## src/rtl/bp_be_pkg.sv

```systemverilog
// bp_be_pkg
// Shared definitions for the back-end fe_queue buffer slice.
//
// Contents:
//   BSG_SAFE_CLOG2(x)                log2 that never returns 0 (returns 1 for x == 1)
//   BP_BE_FE_QUEUE_PTR_WIDTH(els)    pointer width: index bits plus one wrap bit
//   bp_be_fe_queue_els_gp            default entry count
//   bp_be_fe_queue_width_gp          default packet width (derived from core-if widths)
//   bp_be_fe_queue_ptr_t             pointer type for the default entry count
//
// Optional feature macro used by the files importing this package:
//   BP_BE_FE_QUEUE_ROLLBACK_EN  keeps entries resident until commit so the
//                               read pointer can be rolled back

`ifndef BSG_SAFE_CLOG2
`define BSG_SAFE_CLOG2(x) (((x) == 1) ? 1 : $clog2(x))
`endif

`define BP_BE_FE_QUEUE_PTR_WIDTH(els) (`BSG_SAFE_CLOG2(els) + 1)

package bp_be_pkg;

  // Default geometry; the packet width stands in for the value derived
  // from the core-interface packet structs.
  localparam int bp_be_fe_queue_els_gp       = 8;
  localparam int bp_be_fe_queue_width_gp     = 64;
  localparam int bp_be_fe_queue_ptr_width_gp = `BP_BE_FE_QUEUE_PTR_WIDTH(bp_be_fe_queue_els_gp);

  // MSB is the wrap bit, the low bits index storage.
  typedef logic [bp_be_fe_queue_ptr_width_gp-1:0] bp_be_fe_queue_ptr_t;

endpackage

```

## src/rtl/bp_be_fe_queue_mem.sv

```systemverilog
// bp_be_fe_queue_mem
// Register file backing the fe_queue buffer: els_p entries of width_p bits,
// one synchronous write port and one asynchronous (combinational) read port.
// Contents are never reset.
//
// Ports:
//   clk_i     clock, write happens on the rising edge
//   w_v_i     write enable
//   w_addr_i  write index
//   w_data_i  write data
//   r_addr_i  read index
//   r_data_o  read data, combinational from r_addr_i

module bp_be_fe_queue_mem
  import bp_be_pkg::*;
 #(parameter int width_p      = bp_be_fe_queue_width_gp,
   parameter int els_p        = bp_be_fe_queue_els_gp,
   localparam int addr_width_lp = `BSG_SAFE_CLOG2(els_p))
  (input  logic                     clk_i,
   input  logic                     w_v_i,
   input  logic [addr_width_lp-1:0] w_addr_i,
   input  logic [width_p-1:0]       w_data_i,
   input  logic [addr_width_lp-1:0] r_addr_i,
   output logic [width_p-1:0]       r_data_o);

  logic [width_p-1:0] mem_q [els_p];

  // Storage write; no reset so the array maps onto plain flops or a
  // latch-free register file.
  always_ff @(posedge clk_i) begin
    if (w_v_i) begin
      mem_q[w_addr_i] <= w_data_i;
    end
  end

  assign r_data_o = mem_q[r_addr_i];

endmodule

```

## src/rtl/bp_be_fe_queue_buffer.sv

```systemverilog
// bp_be_fe_queue_buffer
// Speculative FIFO between the front-end fe_queue producer and the back-end
// scheduler. Packets are handed out in order; with rollback enabled they stay
// resident after being read until committed, so the read pointer can be moved
// back to the commit pointer on a mispredict or exception. clr_v_i empties the
// buffer in one cycle.
//
// Configuration macro:
//   BP_BE_FE_QUEUE_ROLLBACK_EN  defined: commit pointer, deq_v_i and roll_v_i active
//                               undefined: a yumi frees its entry directly,
//                               deq_v_i and roll_v_i are ignored
//
// Ports:
//   clk_i, reset_i         clock, asynchronous active-high reset
//   fe_queue_i/_v_i        packet in, valid
//   fe_queue_ready_o       space available (depends only on registered pointers)
//   fe_queue_o/_v_o        packet at read pointer, unread entry present
//   fe_queue_yumi_i        scheduler consumes fe_queue_o
//   deq_v_i                commit oldest read entry
//   roll_v_i               read pointer returns to commit pointer
//   clr_v_i                discard all entries
//   empty_o                nothing resident at all

module bp_be_fe_queue_buffer
  import bp_be_pkg::*;
 #(parameter int fe_queue_width_p = bp_be_fe_queue_width_gp,
   parameter int els_p            = bp_be_fe_queue_els_gp,
   localparam int ptr_width_lp    = `BP_BE_FE_QUEUE_PTR_WIDTH(els_p))
  (input  logic                        clk_i,
   input  logic                        reset_i,
   input  logic [fe_queue_width_p-1:0] fe_queue_i,
   input  logic                        fe_queue_v_i,
   output logic                        fe_queue_ready_o,
   output logic [fe_queue_width_p-1:0] fe_queue_o,
   output logic                        fe_queue_v_o,
   input  logic                        fe_queue_yumi_i,
   input  logic                        deq_v_i,
   input  logic                        roll_v_i,
   input  logic                        clr_v_i,
   output logic                        empty_o);

  localparam int idx_width_lp = ptr_width_lp - 1;
  localparam logic [ptr_width_lp-1:0] ptr_one_lp = ptr_width_lp'(1);

  logic [ptr_width_lp-1:0] wptr_q, wptr_d;
  logic [ptr_width_lp-1:0] rptr_q, rptr_d;
  logic [ptr_width_lp-1:0] base_ptr;
  logic                    full;
  logic                    enq_v;

`ifdef BP_BE_FE_QUEUE_ROLLBACK_EN
  logic [ptr_width_lp-1:0] cptr_q, cptr_d;
  assign base_ptr = cptr_q;
`else
  // Without rollback a read frees its entry, so space is measured from rptr.
  logic unused_rollback_inputs;
  assign unused_rollback_inputs = deq_v_i ^ roll_v_i;
  assign base_ptr = rptr_q;
`endif

  // Same index with different wrap bits means the producer has lapped the
  // oldest resident entry.
  assign full = (wptr_q[idx_width_lp-1:0] == base_ptr[idx_width_lp-1:0])
              & (wptr_q[ptr_width_lp-1]   != base_ptr[ptr_width_lp-1]);

  assign fe_queue_ready_o = ~full;
  assign enq_v            = fe_queue_v_i & fe_queue_ready_o;
  assign fe_queue_v_o     = (rptr_q != wptr_q);
  assign empty_o          = (base_ptr == wptr_q);

  // Next-state pointer logic. Clear overrides everything; rollback overrides
  // yumi on the read pointer and lands on the commit pointer after any commit
  // happening in the same cycle.
  always_comb begin
    wptr_d = wptr_q;
    rptr_d = rptr_q;
`ifdef BP_BE_FE_QUEUE_ROLLBACK_EN
    cptr_d = cptr_q;
`endif
    if (clr_v_i) begin
      wptr_d = '0;
      rptr_d = '0;
`ifdef BP_BE_FE_QUEUE_ROLLBACK_EN
      cptr_d = '0;
`endif
    end else begin
      if (enq_v) begin
        wptr_d = wptr_q + ptr_one_lp;
      end
`ifdef BP_BE_FE_QUEUE_ROLLBACK_EN
      if (deq_v_i) begin
        cptr_d = cptr_q + ptr_one_lp;
      end
      if (roll_v_i) begin
        rptr_d = cptr_d;
      end else if (fe_queue_yumi_i) begin
        rptr_d = rptr_q + ptr_one_lp;
      end
`else
      if (fe_queue_yumi_i) begin
        rptr_d = rptr_q + ptr_one_lp;
      end
`endif
    end
  end

  // Pointer registers; only these are reset, storage contents are abandoned.
  always_ff @(posedge clk_i or posedge reset_i) begin
    if (reset_i) begin
      wptr_q <= '0;
      rptr_q <= '0;
`ifdef BP_BE_FE_QUEUE_ROLLBACK_EN
      cptr_q <= '0;
`endif
    end else begin
      wptr_q <= wptr_d;
      rptr_q <= rptr_d;
`ifdef BP_BE_FE_QUEUE_ROLLBACK_EN
      cptr_q <= cptr_d;
`endif
    end
  end

  // Caller protocol: yumi only with a valid packet, commit only a read entry.
  always @(posedge clk_i) begin
    if (!reset_i && !clr_v_i) begin
      assert (!(fe_queue_yumi_i && !fe_queue_v_o));
`ifdef BP_BE_FE_QUEUE_ROLLBACK_EN
      assert (!(deq_v_i && (cptr_q == rptr_q)));
`endif
    end
  end

  bp_be_fe_queue_mem
   #(.width_p(fe_queue_width_p)
    ,.els_p  (els_p))
   mem
    (.clk_i   (clk_i)
    ,.w_v_i   (enq_v & ~clr_v_i)
    ,.w_addr_i(wptr_q[idx_width_lp-1:0])
    ,.w_data_i(fe_queue_i)
    ,.r_addr_i(rptr_q[idx_width_lp-1:0])
    ,.r_data_o(fe_queue_o));

endmodule

```

## config.mk

```make
export PLATFORM = sky130hd
export DESIGN_NAME = bp_be_fe_queue_buffer
export DESIGN_NICKNAME = d
export VERILOG_FILES = /design/src/rtl/bp_be_pkg.sv /design/src/rtl/bp_be_fe_queue_mem.sv /design/src/rtl/bp_be_fe_queue_buffer.sv
export SDC_FILE = /design/constraint.sdc
export NUM_CORES = 1
export LEC_CHECK = 0
export CAP_MARGIN = 15
export CORE_MARGIN = 2
export CORE_UTILIZATION = 31
export CTS_CLUSTER_SIZE = 10
export DETAILED_ROUTE_END_ITERATION = 8
export PLACE_DENSITY_LB_ADDON = 0.12
export SYNTH_ARGS = -nofsm -noshare
export SYNTH_HDL_FRONTEND = slang
export SYNTH_SLANG_ARGS = --single-unit
```

## constraint.sdc

```tcl
create_clock -name clk_i -period 10 [get_ports clk_i]
set_input_delay 2 -clock clk_i [delete_from_list [all_inputs] [get_ports clk_i]]
set_output_delay 2 -clock clk_i [all_outputs]
set_load 0.02 [all_outputs]
```

==> results by group <==
Detailed routing
  • Detailed Route WL: 43.1 mm
  • Routed vias: 8720
  • WL per Instance: 23.4 um
  • DRC viols: 0
  • Iter 0 DRT Violations: 550
  • Antenna Nets Post-Route: 0
  • 1st-pass router iterations: 6
  • Vias per inst: 4.72

Timing
  • Setup Skew: 11.2 ps
  • Crit share post-route: 0.579
  • Slew headroom: 0.301
  • Max-slew violation count: 0
  • Final setup TNS: 0 ps
  • Slew of the pin with the lowest slew margin: 1050 ps
  • Peak Freq: 0.173 GHz
  • Tmin final: 5790 ps
  • RSZ-0062 raised after global routing: false
  • Final-report hold violation count: 0
  • Count of final setup violators: 0

Clock network
  • CTS tree: built
  • Hold Buf Count CTS: 0
  • Post-CTS sizing: 0
  • Buffer levels on the longest clock path: 3
  • Worst-Skew Late Latency: 590 ps
  • Clock slew at reported path FFs: 50 ps
  • H-Tree Level Count: 2
  • CTS buffer count: 59
  • Post-CTS Setup Bufs: 0
  • Clk sink count: 520
  • CTS Root Cell: clkbuf_16

Placement
  • Half-perimeter wire length after placement: 22.0 mm
  • Buffers on Ports: 135
  • Final GP Congestion: 0.656

Pwr
  • Worst VDD drop: 0.133 mV
  • Sw Share: 0.212
  • Switching power: 0.000999 W
  • Power share of the combinational group: 0.088
  • Clk pwr share: 0.393
  • P_leak: 7.23 nW
  • Seq pwr share: 0.519
  • Pwr per Cell Area: 199 nW/um2
  • Int Pwr: 0.00372 W

Run status
  • Run status: complete, no violations

Global routing
  • GRT Overall Usage: 0.132
  • Largest net degree at the start of global routing: 101
  • Wire length of the first global-routing pass: 64.2 mm
  • Total grt overflow: 0
  • Vias in the first global route: 9628
  • Antenna violations before repair: 3

Critical path
  • Critical path fanouts, max: 100
  • Data required, critical path: 8000 ps
  • R2r endpoint: mem.mem_q[6][38]
  • Worst setup EP type: primary output
  • Register-to-Register Path Depth: 5
  • Startpoint Class: register
  • Arrival @ worst endpoint: 3790 ps
  • Critical R2R Launch: base_ptr[0]
  • FF-to-FF setup slack: 6360 ps
  • Critical path type: reg -> out

Yosys
  • Net count of the mapped netlist: 881
  • Warnings from Yosys: 0
  • Post-synthesis cell count: 808
  • Yosys cell types: 33
  • Seq/Total Area, Yosys: 0.786
  • FF+latch count, synth: 520
  • Main synth FF type: edfxtp_1
  • Number of synthesized flops with an enable pin: 512
  • Syn_area_per_cell: 24.5 um2
  • Asr flop ratio synth: 0.0154
  • Synth Cell Area: 19800 um2

Floorplanning
  • Starting Density: 0.314
  • Die height: 257 um
  • Row Count: 92
  • # IOs: 138
  • Core ar.: 63200 um2
  • Die ar.: 66000 um2
  • Die Span X: 257 um

Final layout
  • Reg area: 15600 um2
  • Share of cells above drive strength 1: 0.289
  • Final nets: 1055
  • Fin util: 0.376
  • Area growth from synthesis to layout: 20.0%
  • Fillers: 5681
  • Multi-input logic area: 4020 um2

Worst hold path
  • Hold EP: base_ptr[3]
  • Hold Path Stages: 2
  • Worst Hold Class: reg -> reg
  • HP Start: base_ptr[3]

Run
  • Number of max-cap violations: 0
cell usage after synthesis, drive strengths merged (2+ instances only):
| cell type | n | area [um2] |
|---|---|---|
| edfxtp | 512 | 15400 |
| nor2 | 7 | 26.3 |
| xor2 | 3 | 26.3 |
| clkbuf | 14 | 52.6 |
| nand2b | 3 | 18.8 |
| mux2 | 67 | 754 |
| a41oi | 2 | 17.5 |
| ha | 2 | 25.0 |
| buf | 28 | 203 |
| dfrtp | 8 | 200 |
| or2 | 2 | 12.5 |
| nor3 | 3 | 15.0 |
| mux4 | 128 | 2880 |
| inv | 3 | 11.3 |
| nor3b | 3 | 22.5 |
| nand4 | 2 | 12.5 |
| xnor2 | 4 | 35.0 |
| nand2 | 2 | 7.51 |
| nor2b | 2 | 12.5 |
| mux2i | 2 | 20.0 |
worst max path at each step:
stage          slack, ps        start               end  depth (start not counted)
2_1_floorplan        390      clr_v_i   mem.mem_q[3][0]                          3
3_3_place_gp        4280      clr_v_i  mem.mem_q[4][41]                          4
3_5_place_dp        4300      clr_v_i  mem.mem_q[4][41]                          4
4_1_cts             4020  base_ptr[0]    fe_queue_o[63]                          4
5_1_grt             3880  base_ptr[0]    fe_queue_o[63]                          4
6_report            4210  base_ptr[0]    fe_queue_o[55]                          4
cell families (layout without fill, tap and decap cells):
family / Yosys count / after routing / share of synthesized area
flops: 520 / 520 / 0.786
mux: 197 / 197 / 0.185
buf+inv: 45 / 236 / 0.0134
simple gates: 33 / 33 / 0.00991
xor+xnor: 7 / 7 / 0.00309
compound gates: 4 / 4 / 0.00183
fa+ha+maj: 2 / 2 / 0.00126
other cells: 0 / 2 / 0
sequential cells by signal, summed over array words and instances, names as in the netlist:
| register | flops |
|---|---|
| mem.mem_q | 512 |
| base_ptr | 4 |
| wptr_q | 4 |
worst max-delay path, cell delays in order, from the launching register on:
cell and delay [ps]:
dfrtp_4 900, buf_12 740, mux4_2 610, mux2_2 280, clkdlybuf4s50_1 600
per-layer routing:
metal / GRT usage / vias to the layer above / wire length [um]
li1: - / 3787 / -
met1: 0.172 / 4695 / 19100
met3: 0.0334 / 70 / 2110
met2: 0.219 / 166 / 21000
met5: 0 / - / 19
met4: 0.0373 / 2 / 865
power by group through the flow:
stage / Combinational, W / Clock, W / Sequential, W
2_1_floorplan: 0.000262 / 0 / 0.00248
4_1_cts: 0.000431 / 0.00193 / 0.00245
5_1_grt: 0.000451 / 0.00201 / 0.00245
6_report: 0.000417 / 0.00186 / 0.00245
3_5_place_dp: 0.000429 / 0 / 0.00250
3_3_place_gp: 0.000428 / 0 / 0.00249
area by class of cell:
class                           count  area share
Sequential cell                   520       0.655
Multi-Input combinational cell    243       0.169
Clock buffer                       75      0.0664
Timing Repair Buffer              155      0.0638
Tap cell                          846      0.0445
Clock inverter                      3    0.000473
Inverter                            3    0.000473
Antenna cell                        2    0.000210
stage by stage:
| step | instances | setup WS, ps | hold WS (ps) | total power (W) | area [um2] |
|---|---|---|---|---|---|
| global route | 1845 | 3880 | 671 | 0.00492 | 23800 |
| global placement | 1766 | 4280 | 586 | 0.00292 | 22200 |
| floorplan | 808 | 388 | 551 | 0.00274 | 19800 |
| CTS | 1844 | 4020 | 614 | 0.00481 | 23800 |
| detailed placement | 1766 | 4300 | 599 | 0.00292 | 22200 |
| finish | 1847 | 4210 | 612 | 0.00472 | 23800 |
layout by cell type, fill, tap and decap left out, types with 3 or more instances in the layout:
cell type / count
clkbuf_16: 61
nor2_1: 7
clkbuf_1: 14
clkdlybuf4s50_1: 135
inv_1: 3
buf_4: 18
mux4_2: 128
clkinv_1: 3
edfxtp_1: 512
nand2b_1: 3
mux2_2: 67
xnor2_1: 4
dfrtp_4: 3
nor3_2: 3
dfrtp_1: 5
nor3b_2: 3
xor2_1: 3
(Power assumes the default switching activity.)
